===== src/rtl/tile_array_ctrl.sv =====
`default_nettype none
// ============================================================================
// Module   : tile_array_ctrl
// Brief    : Layer sequencer for the tile array (weight load, fmap stream,
//            pipeline drain). Optional perf counters: TILE_CTRL_PERF_EN.
// Revision : 1.0 - initial release
// ============================================================================
module tile_array_ctrl #(
    parameter int ROWS      = 5,
    parameter int T_ROWS    = 5,
    parameter int CNT_BW    = 16,
    parameter int ADDR_BW   = 12,
    parameter int DRAIN_LAT = 10
) (
    input  logic               clk,
    input  logic               rst,
    input  logic               i_start,
    input  logic [2:0]         i_layer_state,
    input  logic [CNT_BW-1:0]  i_num_cols,
    input  logic [CNT_BW-1:0]  i_num_pass,
    input  logic               i_stall,
    input  logic               i_abort,
    output logic               o_busy,
    output logic               o_done,
    output logic               o_w_rd_en,
    output logic [ADDR_BW-1:0] o_w_addr,
    output logic               o_f_rd_en,
    output logic [ADDR_BW-1:0] o_f_addr,
    output logic               o_en_tf,
    output logic [1:0]         o_cal_state,
    output logic [2:0]         o_layer_state,
    output logic               o_acc_valid,
    output logic [31:0]        o_cycle_cnt,
    output logic [31:0]        o_stall_cnt
);

    localparam int c_LOAD_BEATS = ROWS * T_ROWS;
    localparam int c_LD_W       = $clog2(c_LOAD_BEATS + 1);
    localparam int c_DR_W       = $clog2(DRAIN_LAT + 1);
    localparam logic [c_LD_W-1:0] c_LOAD_LAST  = c_LD_W'(c_LOAD_BEATS - 1);
    localparam logic [c_DR_W-1:0] c_DRAIN_LAST = c_DR_W'(DRAIN_LAT - 1);

    typedef enum logic [2:0] {
        S_IDLE    = 3'd0,
        S_LOAD    = 3'd1,
        S_COMPUTE = 3'd2,
        S_DRAIN   = 3'd3,
        S_DONE    = 3'd4
    } state_t;

    state_t               r_state;
    state_t               w_state_nxt;
    logic [2:0]           r_layer;
    logic [CNT_BW-1:0]    r_num_cols;
    logic [CNT_BW-1:0]    r_num_pass;
    logic [CNT_BW-1:0]    r_pass_cnt;
    logic [c_LD_W-1:0]    r_load_cnt;
    logic [ADDR_BW-1:0]   r_w_addr;
    logic [CNT_BW-1:0]    r_col_cnt;
    logic [c_DR_W-1:0]    r_drain_cnt;
    logic                 r_en_tf;
    logic [1:0]           r_cal_state;
    logic [DRAIN_LAT-1:0] r_acc_sr;

    logic                 w_abort;
    logic                 w_accept;
    logic                 w_zero_cmd;
    logic                 w_w_issue;
    logic                 w_f_issue;
    logic                 w_col_last;
    logic                 w_drain_last;
    logic                 w_more_pass;
    logic [CNT_BW-1:0]    w_pass_inc;
    logic [1:0]           w_cal_src;

    assign w_abort      = i_abort && (r_state != S_IDLE);
    assign w_zero_cmd   = (i_num_cols == '0) || (i_num_pass == '0);
    assign w_col_last   = (r_col_cnt == r_num_cols - CNT_BW'(1));
    assign w_drain_last = (r_drain_cnt == c_DRAIN_LAST);
    assign w_pass_inc   = r_pass_cnt + CNT_BW'(1);
    assign w_more_pass  = (w_pass_inc < r_num_pass);

    always_ff @(posedge clk) begin
        if (rst) begin
            r_state <= S_IDLE;
        end else begin
            r_state <= w_state_nxt;
        end
    end

    // Abort wins over stall and every transition, and also masks the strobes.
    always_comb begin
        w_state_nxt = r_state;
        w_accept    = 1'b0;
        w_w_issue   = 1'b0;
        w_f_issue   = 1'b0;
        w_cal_src   = 2'b00;
        if (w_abort) begin
            w_state_nxt = S_IDLE;
        end else begin
            case (r_state)
                S_IDLE: begin
                    if (i_start) begin
                        w_accept    = 1'b1;
                        w_state_nxt = w_zero_cmd ? S_DONE : S_LOAD;
                    end
                end
                S_LOAD: begin
                    w_cal_src = 2'b01;
                    if (!i_stall) begin
                        w_w_issue = 1'b1;
                        if (r_load_cnt == c_LOAD_LAST) begin
                            w_state_nxt = S_COMPUTE;
                        end
                    end
                end
                S_COMPUTE: begin
                    w_cal_src = 2'b10;
                    if (!i_stall) begin
                        w_f_issue = 1'b1;
                        if (w_col_last) begin
                            w_state_nxt = S_DRAIN;
                        end
                    end
                end
                S_DRAIN: begin
                    w_cal_src = 2'b11;
                    if (w_drain_last) begin
                        w_state_nxt = w_more_pass ? S_LOAD : S_DONE;
                    end
                end
                S_DONE: begin
                    w_state_nxt = S_IDLE;
                end
                default: begin
                    w_state_nxt = S_IDLE;
                end
            endcase
        end
    end

    always_ff @(posedge clk) begin
        if (rst) begin
            r_layer     <= '0;
            r_num_cols  <= '0;
            r_num_pass  <= '0;
            r_pass_cnt  <= '0;
            r_load_cnt  <= '0;
            r_w_addr    <= '0;
            r_col_cnt   <= '0;
            r_drain_cnt <= '0;
            r_en_tf     <= 1'b0;
            r_cal_state <= 2'b00;
            r_acc_sr    <= '0;
        end else begin
            // One-register delay matches the buffer read latency.
            r_en_tf     <= w_w_issue;
            r_cal_state <= w_cal_src;
            if (w_abort) begin
                r_acc_sr <= '0;
            end else begin
                r_acc_sr[0] <= w_f_issue;
                for (int i = 1; i < DRAIN_LAT; i++) begin
                    r_acc_sr[i] <= r_acc_sr[i-1];
                end
            end
            if (w_abort || w_accept) begin
                r_pass_cnt  <= '0;
                r_load_cnt  <= '0;
                r_w_addr    <= '0;
                r_col_cnt   <= '0;
                r_drain_cnt <= '0;
            end
            if (w_accept && !w_zero_cmd) begin
                r_layer    <= i_layer_state;
                r_num_cols <= i_num_cols;
                r_num_pass <= i_num_pass;
            end
            if (w_w_issue) begin
                r_w_addr   <= r_w_addr + ADDR_BW'(1);
                r_load_cnt <= (r_load_cnt == c_LOAD_LAST) ? '0 : r_load_cnt + c_LD_W'(1);
            end
            if (w_f_issue) begin
                r_col_cnt <= w_col_last ? '0 : r_col_cnt + CNT_BW'(1);
            end
            if ((r_state == S_DRAIN) && !w_abort) begin
                if (w_drain_last) begin
                    r_drain_cnt <= '0;
                    if (w_more_pass) begin
                        r_pass_cnt <= w_pass_inc;
                    end
                end else begin
                    r_drain_cnt <= r_drain_cnt + c_DR_W'(1);
                end
            end
        end
    end

`ifdef TILE_CTRL_PERF_EN
    logic [31:0] r_cycle_cnt;
    logic [31:0] r_stall_cnt;

    always_ff @(posedge clk) begin
        if (rst || ((r_state == S_IDLE) && i_start)) begin
            r_cycle_cnt <= '0;
            r_stall_cnt <= '0;
        end else begin
            if ((r_state != S_IDLE) && (r_cycle_cnt != '1)) begin
                r_cycle_cnt <= r_cycle_cnt + 32'd1;
            end
            if (i_stall && ((r_state == S_LOAD) || (r_state == S_COMPUTE))
                && (r_stall_cnt != '1)) begin
                r_stall_cnt <= r_stall_cnt + 32'd1;
            end
        end
    end

    assign o_cycle_cnt = r_cycle_cnt;
    assign o_stall_cnt = r_stall_cnt;
`else
    assign o_cycle_cnt = '0;
    assign o_stall_cnt = '0;
`endif

    assign o_busy        = (r_state != S_IDLE);
    assign o_done        = (r_state == S_DONE);
    assign o_w_rd_en     = w_w_issue;
    assign o_w_addr      = r_w_addr;
    assign o_f_rd_en     = w_f_issue;
    assign o_f_addr      = ADDR_BW'(r_col_cnt);
    assign o_en_tf       = r_en_tf;
    assign o_cal_state   = r_cal_state;
    assign o_layer_state = r_layer;
    assign o_acc_valid   = r_acc_sr[DRAIN_LAT-1];

endmodule
`default_nettype wire


===== config.mk =====
export PLATFORM = sky130hd
export DESIGN_NAME = tile_array_ctrl
export DESIGN_NICKNAME = d
export VERILOG_FILES = /design/src/rtl/tile_array_ctrl.sv
export SDC_FILE = /design/constraint.sdc
export NUM_CORES = 1
export LEC_CHECK = 0
export BUFFER_PORTS_ARGS = -buffer_cell sky130_fd_sc_hd__buf_4
export CAP_MARGIN = 20
export CORE_ASPECT_RATIO = 0.7
export CORE_MARGIN = 4
export CORE_UTILIZATION = 45
export CTS_CLUSTER_DIAMETER = 50
export DETAILED_ROUTE_END_ITERATION = 16
export PLACE_DENSITY = 0.69
export SYNTH_ARGS = -nofsm -noshare
export SYNTH_HDL_FRONTEND = slang
export SYNTH_SLANG_ARGS = --single-unit

===== constraint.sdc =====
create_clock -name clk -period 5.85 [get_ports clk]
set_clock_uncertainty 0.2 [all_clocks]
set_input_delay 1.17 -clock clk [delete_from_list [all_inputs] [get_ports clk]]
set_output_delay 1.17 -clock clk [all_outputs]
set_load 0.02 [all_outputs]

Word-level counts from Yosys, hierarchy flattened
Cells that the tools add are included.
{ "op_classes": {"mux": 33, "order_cmp": 1, "n_eq_ne": 13, "addsub": 6, "n_reduce_logical": 16} }
{ "op_table": {"columns": ["op", "count"], "rows": [
  ["$mux W16", 7],
  ["$add A16 B1 Y16 const B", 2],
  ["$logic_not A16 Y1", 2],
  ["$mux W12", 2],
  ["$mux W3", 8],
  ["$eq A16 B16 Y1", 1],
  ["$lt A16 B16 Y1", 1],
  ["$sub A16 B1 Y16 const B", 1],
  ["$mux W5", 3],
  ["$add A12 B1 Y12 const B", 1],
  ["$mux W4", 3],
  ["$ne A2 B2 Y1 const B", 6],
  ["$pmux W3 S4", 1],
  ["$mux W1", 8],
  ["$eq A3 B2 Y1 const B", 2],
  ["$pmux W2 S3", 1],
  ["$reduce_and A6 Y1", 1],
  ["$reduce_bool A2 Y1", 3],
  ["$add A5 B1 Y5 const B", 1],
  ["$eq A5 B5 Y1 const B", 1],
  ["$add A4 B1 Y4 const B", 1],
  ["$eq A4 B4 Y1 const B", 1],
  ["$eq A3 B1 Y1 const B", 1],
  ["$eq A3 B3 Y1 const B", 1],
  ["6 further kinds", 10]
]} }
{ "word_totals": {"elab_cells": 81, "output_inout_bits": 99, "regBits": 104, "input_bits": 40} }

Logic depth before layout (Yosys ltp)
Gate-level depths: netlist of run 1.
{ "depth": {"depth_word": 8, "mapped_depth": 18, "depth_no_buf": 14} }

Worst setup path before layout of run 1
Ideal clock, no wire load.
{ "synth_timing": {"path_type": "reg2reg", "from": "reg r_pass_cnt[2]", "to": "reg r_pass_cnt[10]", "setup_time_ns": 0.074, "synth_period_minus_slack_ns": 4.215, "setup_slack_ns": 1.635, "arrival_ns": 3.941, "n_path_buf": 4, "path_stages_with_launch": 18, "required_time_ns": 5.576, "path_cell_list": "dfxtp_1 > clkbuf_1 > nand3_1 > nor4_1 > and3_1 > and3_1 > xor2_1 > ha_1 > a21o_1 > a21o_1 > a21oi_1 > o21a_1 > and4b_1 > clkbuf_1 > clkbuf_1 > clkbuf_1 > a21oi_1 > a31oi_1"} }
{ "synth_between": {"elab_chain_cells": 5} }
{ "synth_lines": {"columns": ["item", "line", "text"], "rows": [
  ["start, declared", "56", "logic [CNT_BW-1:0] r_pass_cnt;"],
  ["start signal, assigned", "190", "r_pass_cnt <= w_pass_inc;"],
  ["$add A16 B1 Y16 (*)", "80", "assign w_pass_inc = r_pass_cnt + CNT_BW'(1);"],
  ["$lt A16 B16 Y1", "81", "assign w_more_pass = (w_pass_inc < r_num_pass);"],
  ["$mux W16 (*)", "189", "if (w_more_pass) begin"],
  ["$mux W16 (*)", "187", "if (w_drain_last) begin"],
  ["$mux W16 (*)", "186", "if ((r_state == S_DRAIN) && !w_abort) begin"]
]} }
Every way passes the cells marked *; elsewhere a longest branch is shown, timed or not.
A chain may end at the register's enable or synchronous reset.

Final worst setup path of run 1
{ "layout_timing": {"from": "reg r_pass_cnt[2]", "to": "reg r_pass_cnt[6]"} }
Same word-level chain as after synthesis.

==> results.yml, run 1 <==
setup_path:
  path_class: "register to register"
  cp_top_family: "simple AND/OR/NAND/NOR gates"
  setup.worst_path.start_class: "register"
  slowest_cell_delay_on_critical_path_ns: 0.79
  critPathMaxFanout: 26
  worstPathCellList: "nand3_1 -> nor4_1 -> and3_1 -> and3_1 -> xor2_1 -> ha_1 -> a21o_1 -> a21o_1 -> a21oi_1 -> o21a_1 -> and4b_1 -> o21ai_0 -> a31oi_1"
  timing.critical_path.to_type: "register"
  critPathArrivalTime_ns: 4.66
  cpMaxStageDelayCell: "and4b_1"
  worstPathRequired_ns: 5.91
  cp_num_buf_inv: 0
layout:
  final_nets: 832
  syn_to_final_growth_pct: 10.7
  layout.core_utilization_pct: 50.8
  design_area_sq_um: 6680
  antenna_cells: 0
  post_route_cells_drive_above_1_share_pct: 12.2
clocking:
  worst_skew_pair_later_pin_latency_ns: 0.34
  cts_tree: "yes"
  cts.repair_timing.setup_buffer_count: 0
  postCtsResizedCells: 0
  clock_sinks: 104
  clockRootBuffer: "clkbuf_16"
  cts.htree.levels: 3
  cts.reportedPaths.clkPinSlew_ns: 0.07
  clk_path_buf_depth: 2
  cts-buffers-inserted: 9
  cts.hold.buffers_added: 0
floorplanning:
  boundaryPins: 139
  coreArea_sq_um: 13100
  die_width_um: 146
  die-height_um: 105
  die_area_sq_um: 15400
  placementRows: 35
  starting_utilization_of_the_core_area_pct: 45.9
synthesis:
  synth.yosys.warnings: 0
  synthArstFlopShare_pct: 0
  synth.avg_cell_area_sq_um: 8.33
  synth.ff_latch_count: 104
  synthesis.instances: 724
  synth.area.top_cells: "dfxtp_1 (35%), buf_4 (9.5%), mux2i_1 (6.1%)"
  synth-seq-area-share_pct: 34.5
  post_synth_num_cell_types: 56
  synth_cell_area_sq_um: 6030
  synth_top_area_cell: "dfxtp_1"
  netlist_top_cells_count: "dfxtp_1 (104), buf_4 (76), nor2_1 (75)"
  synth_enable_flop_cells: 0
  synth-main-ff-cell: "dfxtp_1"
  post-synth-top-count-cell: "dfxtp_1"
  synth_top_cell_area_share_pct: 34.5
timing:
  final_max_slew_viol_count: 0
  maxSlewHeadroom_pct: 39.2
  worst-slew-pin-transition_ns: 0.904
  fmax_mhz: 218
  report.final.hold_viol_count: 0
  timing.final.crit_share_pct: 78.6
  setup_viol: 0
  rsz0062_at_grt: "no"
  post-route-min-period_ns: 4.60
  timing.setup.tns_ns: 0
drt:
  first_iter_violations: 325
  dr_total_vias: 4881
  aggregate_routed_wire_length_mm: 13.3
  count_of_nets_left_with_antenna_violations_after_detail_routing: 0
  drcViolationCount: 0
  detail_route.vias_per_cell: 5.20
  routedWlPerCell_um: 14.1
  first_pass_iters: 5
pwr:
  leakage_nw: 2.96
  intPower_mw: 1.39
  vdd_drop_max_mv: 0.142
  p_per_area_nw_per_um2: 312
  seqPwrFrac_pct: 39.4
  combPwrFrac_pct: 30.7
  clock_power_share_pct: 29.9
  power.switching_fraction_pct: 33.5
  switching_power_uw: 699
global_route:
  antenna_found_initial: 0
  overflow: 0
  grt_util_all_layers_pct: 16.6
  vias_in_the_first_global_route: 4074
  grt_max_degree: 81
  grt_pass1_wl_mm: 21.1
placement:
  globalplace.congestion: 0.848
  place_hpwl_mm: 9.76
  io_buffer_count: 74
  place_area_sq_um: 6370
worst_hold_path:
  min_path_type: "register to register"
outcome:
  status: "completed"
run:
  maxCapViolations: 0
[layout make-up]
class | count | area (sq um)
Tap cell | 166 | 208
Fill cell | 1255 | 6460
Multi-Input combinational cell | 548 | 3380
Timing Repair Buffer | 76 | 587
Clock buffer | 12 | 236
Inverter | 30 | 113
Sequential cell | 104 | 2080
Clock inverter | 3 | 67.6
[cells in the final DEF, fill, tap and decap left out, types with 3 or more instances in the layout]
cell type  synthesis  routed
a211oi_1          11      11
a21o_1             9       9
a21oi_1           41      41
a311oi_1           7       7
a31oi_1           18      18
a41oi_1            4       4
and2_1            10      10
and3_1            10      10
buf_4             76      74
clkbuf_1          21       3
clkbuf_16          0       9
conb_1             1      64
dfxtp_1          104     104
ha_1              23      23
inv_1             29      29
mux2i_1           37      37
nand2_1           39      39
nand2b_1          10      10
nand3_1           27      27
nand3b_1           5       5
nand4_1           12      12
nor2_1            75      75
nor2b_1            4       4
nor3_1            18      18
nor4_1            18      18
o211ai_1           4       4
o21a_1             5       5
o21ai_0           17      17
or2_2              3       3
or3_1              8       8
xnor2_1           14      14
xor2_1            30      30
[worst register-to-register path, delay by kind of cell, from the launching register on]
| family | cells | cell delay (ns) |
|---|---|---|
| xor+xnor | 1 | 0.17 |
| simple gates | 5 | 2.37 |
| compound gates | 6 | 1.07 |
| fa+ha+maj | 1 | 0.26 |
| flops | 1 | 0.45 |
[power by group through the flow]
stage                     clock network (mW)  registers, mW  logic, mW
after floorplan                            0          0.818      0.521
final                                  0.625          0.822      0.640
after global routing                   0.674          0.831      0.706
after detailed placement                   0          0.836      0.635
after global placement                     0          0.835      0.632
after CTS                              0.644          0.821      0.638
[final timing paths]
path | start | end | slack (ns) | depth (start not counted)
hold reg to reg | r_acc_sr[8] | r_acc_sr[9] | 0.23 | 1
setup reg to reg | r_pass_cnt[2] | r_pass_cnt[6] | 1.25 | 13
setup / recovery | r_pass_cnt[2] | r_pass_cnt[6] | 1.25 | 13
hold / removal | r_acc_sr[8] | r_acc_sr[9] | 0.23 | 1
[logic make-up after synthesis]
kind of cell,count (synthesis),synth area share [%]
and+or+nand+nor,250,20.8
AOI/OAI and AO/OA,129,13.8
adders and majority gates,23,4.77
DFF,104,34.5
muxes,38,6.33
other,1,0.0622
buffers and inverters,135,13.3
xor gates and xnor gates,44,6.39
[metrics by stage]
step                      power [mW]  hold WS (ns)  cells  setup WS, ns
after floorplan                 1.34         0.206    787          1.63
after global placement          1.47         0.207    923          1.44
after detailed placement        1.47         0.212    924          1.38
after CTS                       2.10         0.229    939          1.34
after global routing            2.21         0.248    939         0.841
final                           2.09         0.226    939          1.25
[state kept, by name, summed over array words and instances, names as in the netlist]
signal         count
o_cal_state        2
o_en_tf            1
o_layer_state      3
o_w_addr          12
r_acc_sr          10
r_col_cnt         16
r_drain_cnt        4
r_load_cnt         5
r_num_cols        16
r_num_pass        16
r_pass_cnt        16
r_state            3
[layer usage]
layer	vias up	global-route usage [%]	wire length (um)
li1	2498	-	-
met1	2232	26.6	7190
met3	7	4.81	892
met2	144	21.0	5090
met5	-	0	0
met4	0	4.09	84
(Power assumes the default switching activity.)
==> run 2: changes to the inputs <==
==> constraint.sdc (replaced) <==
create_clock -name clk -period 4.42 [get_ports clk]
set_clock_uncertainty 0.2 [all_clocks]
set_input_delay 0.884 -clock clk [delete_from_list [all_inputs] [get_ports clk]]
set_output_delay 0.884 -clock clk [all_outputs]
set_load 0.02 [all_outputs]
==> run 2 against run 1 <==
  * Design area decreased by 0.22%
  * Final cell count increased by 0.43%
  * Sequential share of layout area increased by 0.070 points
  * Combinational power increased by 32%
  * Sequential power increased by 33%
  * First-iteration DRC count increased by 28%
  * Critical endpoint is now r_pass_cnt[9]
  * Largest power group unchanged
  * Highest routed layer unchanged
==> results.yml, run 2 (synthesis results as in run 1) <==
global_route:
  antenna_found_initial: 0
  vias_in_the_first_global_route: 4405
  grt_util_all_layers_pct: 17.2
  overflow: 0
  grt_max_degree: 81
  grt_pass1_wl_mm: 22.0
timing:
  maxSlewHeadroom_pct: 43.3
  report.final.hold_viol_count: 0
  post-route-min-period_ns: 4.02
  rsz0062_at_grt: "no"
  timing.final.crit_share_pct: 91.0
  hold_slack_ns: 0.220
  worst-slew-pin-transition_ns: 0.842
  timing.setup.tns_ns: 0
  final_max_slew_viol_count: 0
  fmax_mhz: 249
  setup_viol: 0
  fin_ws_ns: 0.398
layout:
  antenna_cells: 0
  final_nets: 835
  commonest_non_fill_non_tap_cells_in_the_layout: "dfxtp_1 (104), buf_4 (79), nor2_1 (75), conb_1 (64), a21oi_1 (41)"
  design_area_sq_um: 6660
  post_route_cells_drive_above_1_share_pct: 12.9
  mostFrequentLayoutCell: "dfxtp_1"
  syn_to_final_growth_pct: 10.5
placement:
  place_hpwl_mm: 9.95
  io_buffer_count: 74
  globalplace.congestion: 0.848
  place_area_sq_um: 6380
  dp_worst_setup_slack_ns: 0.366
floorplanning:
  starting_utilization_of_the_core_area_pct: 45.9
  boundaryPins: 139
  placementRows: 35
  die_width_um: 146
  die-height_um: 105
  die_area_sq_um: 15400
  coreArea_sq_um: 13100
clocking:
  cts-buffers-inserted: 9
  cts.hold.buffers_added: 0
  cts.reportedPaths.clkPinSlew_ns: 0.07
  cts.htree.levels: 3
  clk_path_buf_depth: 2
  worst_skew_pair_later_pin_latency_ns: 0.35
  cts_tree: "yes"
  clockRootBuffer: "clkbuf_16"
  postCtsResizedCells: 0
  cts.repair_timing.setup_buffer_count: 0
  clock_sinks: 104
drt:
  drcViolationCount: 0
  first_pass_iters: 5
  count_of_nets_left_with_antenna_violations_after_detail_routing: 0
  aggregate_routed_wire_length_mm: 13.5
  first_iter_violations: 416
  dr_total_vias: 4926
  detail_route.vias_per_cell: 5.22
  routedWlPerCell_um: 14.3
setup_path:
  path_class: "register to register"
  critPathArrivalTime_ns: 4.03
  slowest_cell_delay_on_critical_path_ns: 0.47
  cpMaxStageDelayCell: "dfxtp_1"
  setup.worst_path.start_class: "register"
  timing.critical_path.to_type: "register"
  cp_num_buf_inv: 1
  cp_top_family: "simple AND/OR/NAND/NOR gates"
  worstPathCellList: "nand3_1 -> nor4_1 -> buf_4 -> and3_1 -> and3_1 -> xor2_1 -> ha_1 -> a21o_1 -> a21o_1 -> a21oi_1 -> o21a_1 -> nand3_1 -> nand2_1 -> a31oi_1"
  worstPathRequired_ns: 4.43
  critPathMaxFanout: 14
  worst_case_register_to_register_setup_slack_ns: 0.40
pwr:
  p_per_area_nw_per_um2: 402
  fin_total_pwr_mw: 2.68
  leakage_nw: 2.96
  vdd_drop_max_mv: 0.218
outcome:
  status: "completed"
worst_hold_path:
  min_path_type: "register to register"
run:
  maxCapViolations: 0
run 2: worst paths after layout:
kind | from | end | cells after the start
worst max-delay path | r_pass_cnt[2] | r_pass_cnt[9] | 14
worst min-delay path | r_acc_sr[5] | r_acc_sr[6] | 1
worst max register to register | r_pass_cnt[2] | r_pass_cnt[9] | 14
worst min register to register | r_acc_sr[5] | r_acc_sr[6] | 1
run 2: metal layers:
layer / GRT usage (%) / share of wire (%) / vias to the layer above
met5: 0 / 0 / -
met4: 4.03 / 0.77 / 0
met3: 4.42 / 7.0 / 8
li1: - / - / 2506
met1: 26.9 / 53 / 2260
met2: 23.2 / 40 / 152
run 2: power by group:
group	internal, mW	switching [mW]
clock network	0.399	0.351
logic	0.329	0.515
registers	1.01	0.0780
total	1.74	0.945
run 2: through the flow:
stage          util, %  std cells
2_1_floorplan        -        787
3_3_place_gp      48.6        927
3_5_place_dp      48.6        927
4_1_cts           50.7        943
5_1_grt           50.7        943
6_report          50.7        943
run 2: final cells by class:
cell class / count / area [sq um]
sequential: 104 / 2080
tap: 166 / 208
clock inverter: 4 / 30.0
clock buffer: 12 / 246
multi-input combinational: 548 / 3390
timing repair buffer: 79 / 593
inverter: 30 / 113
fill: 1313 / 6470
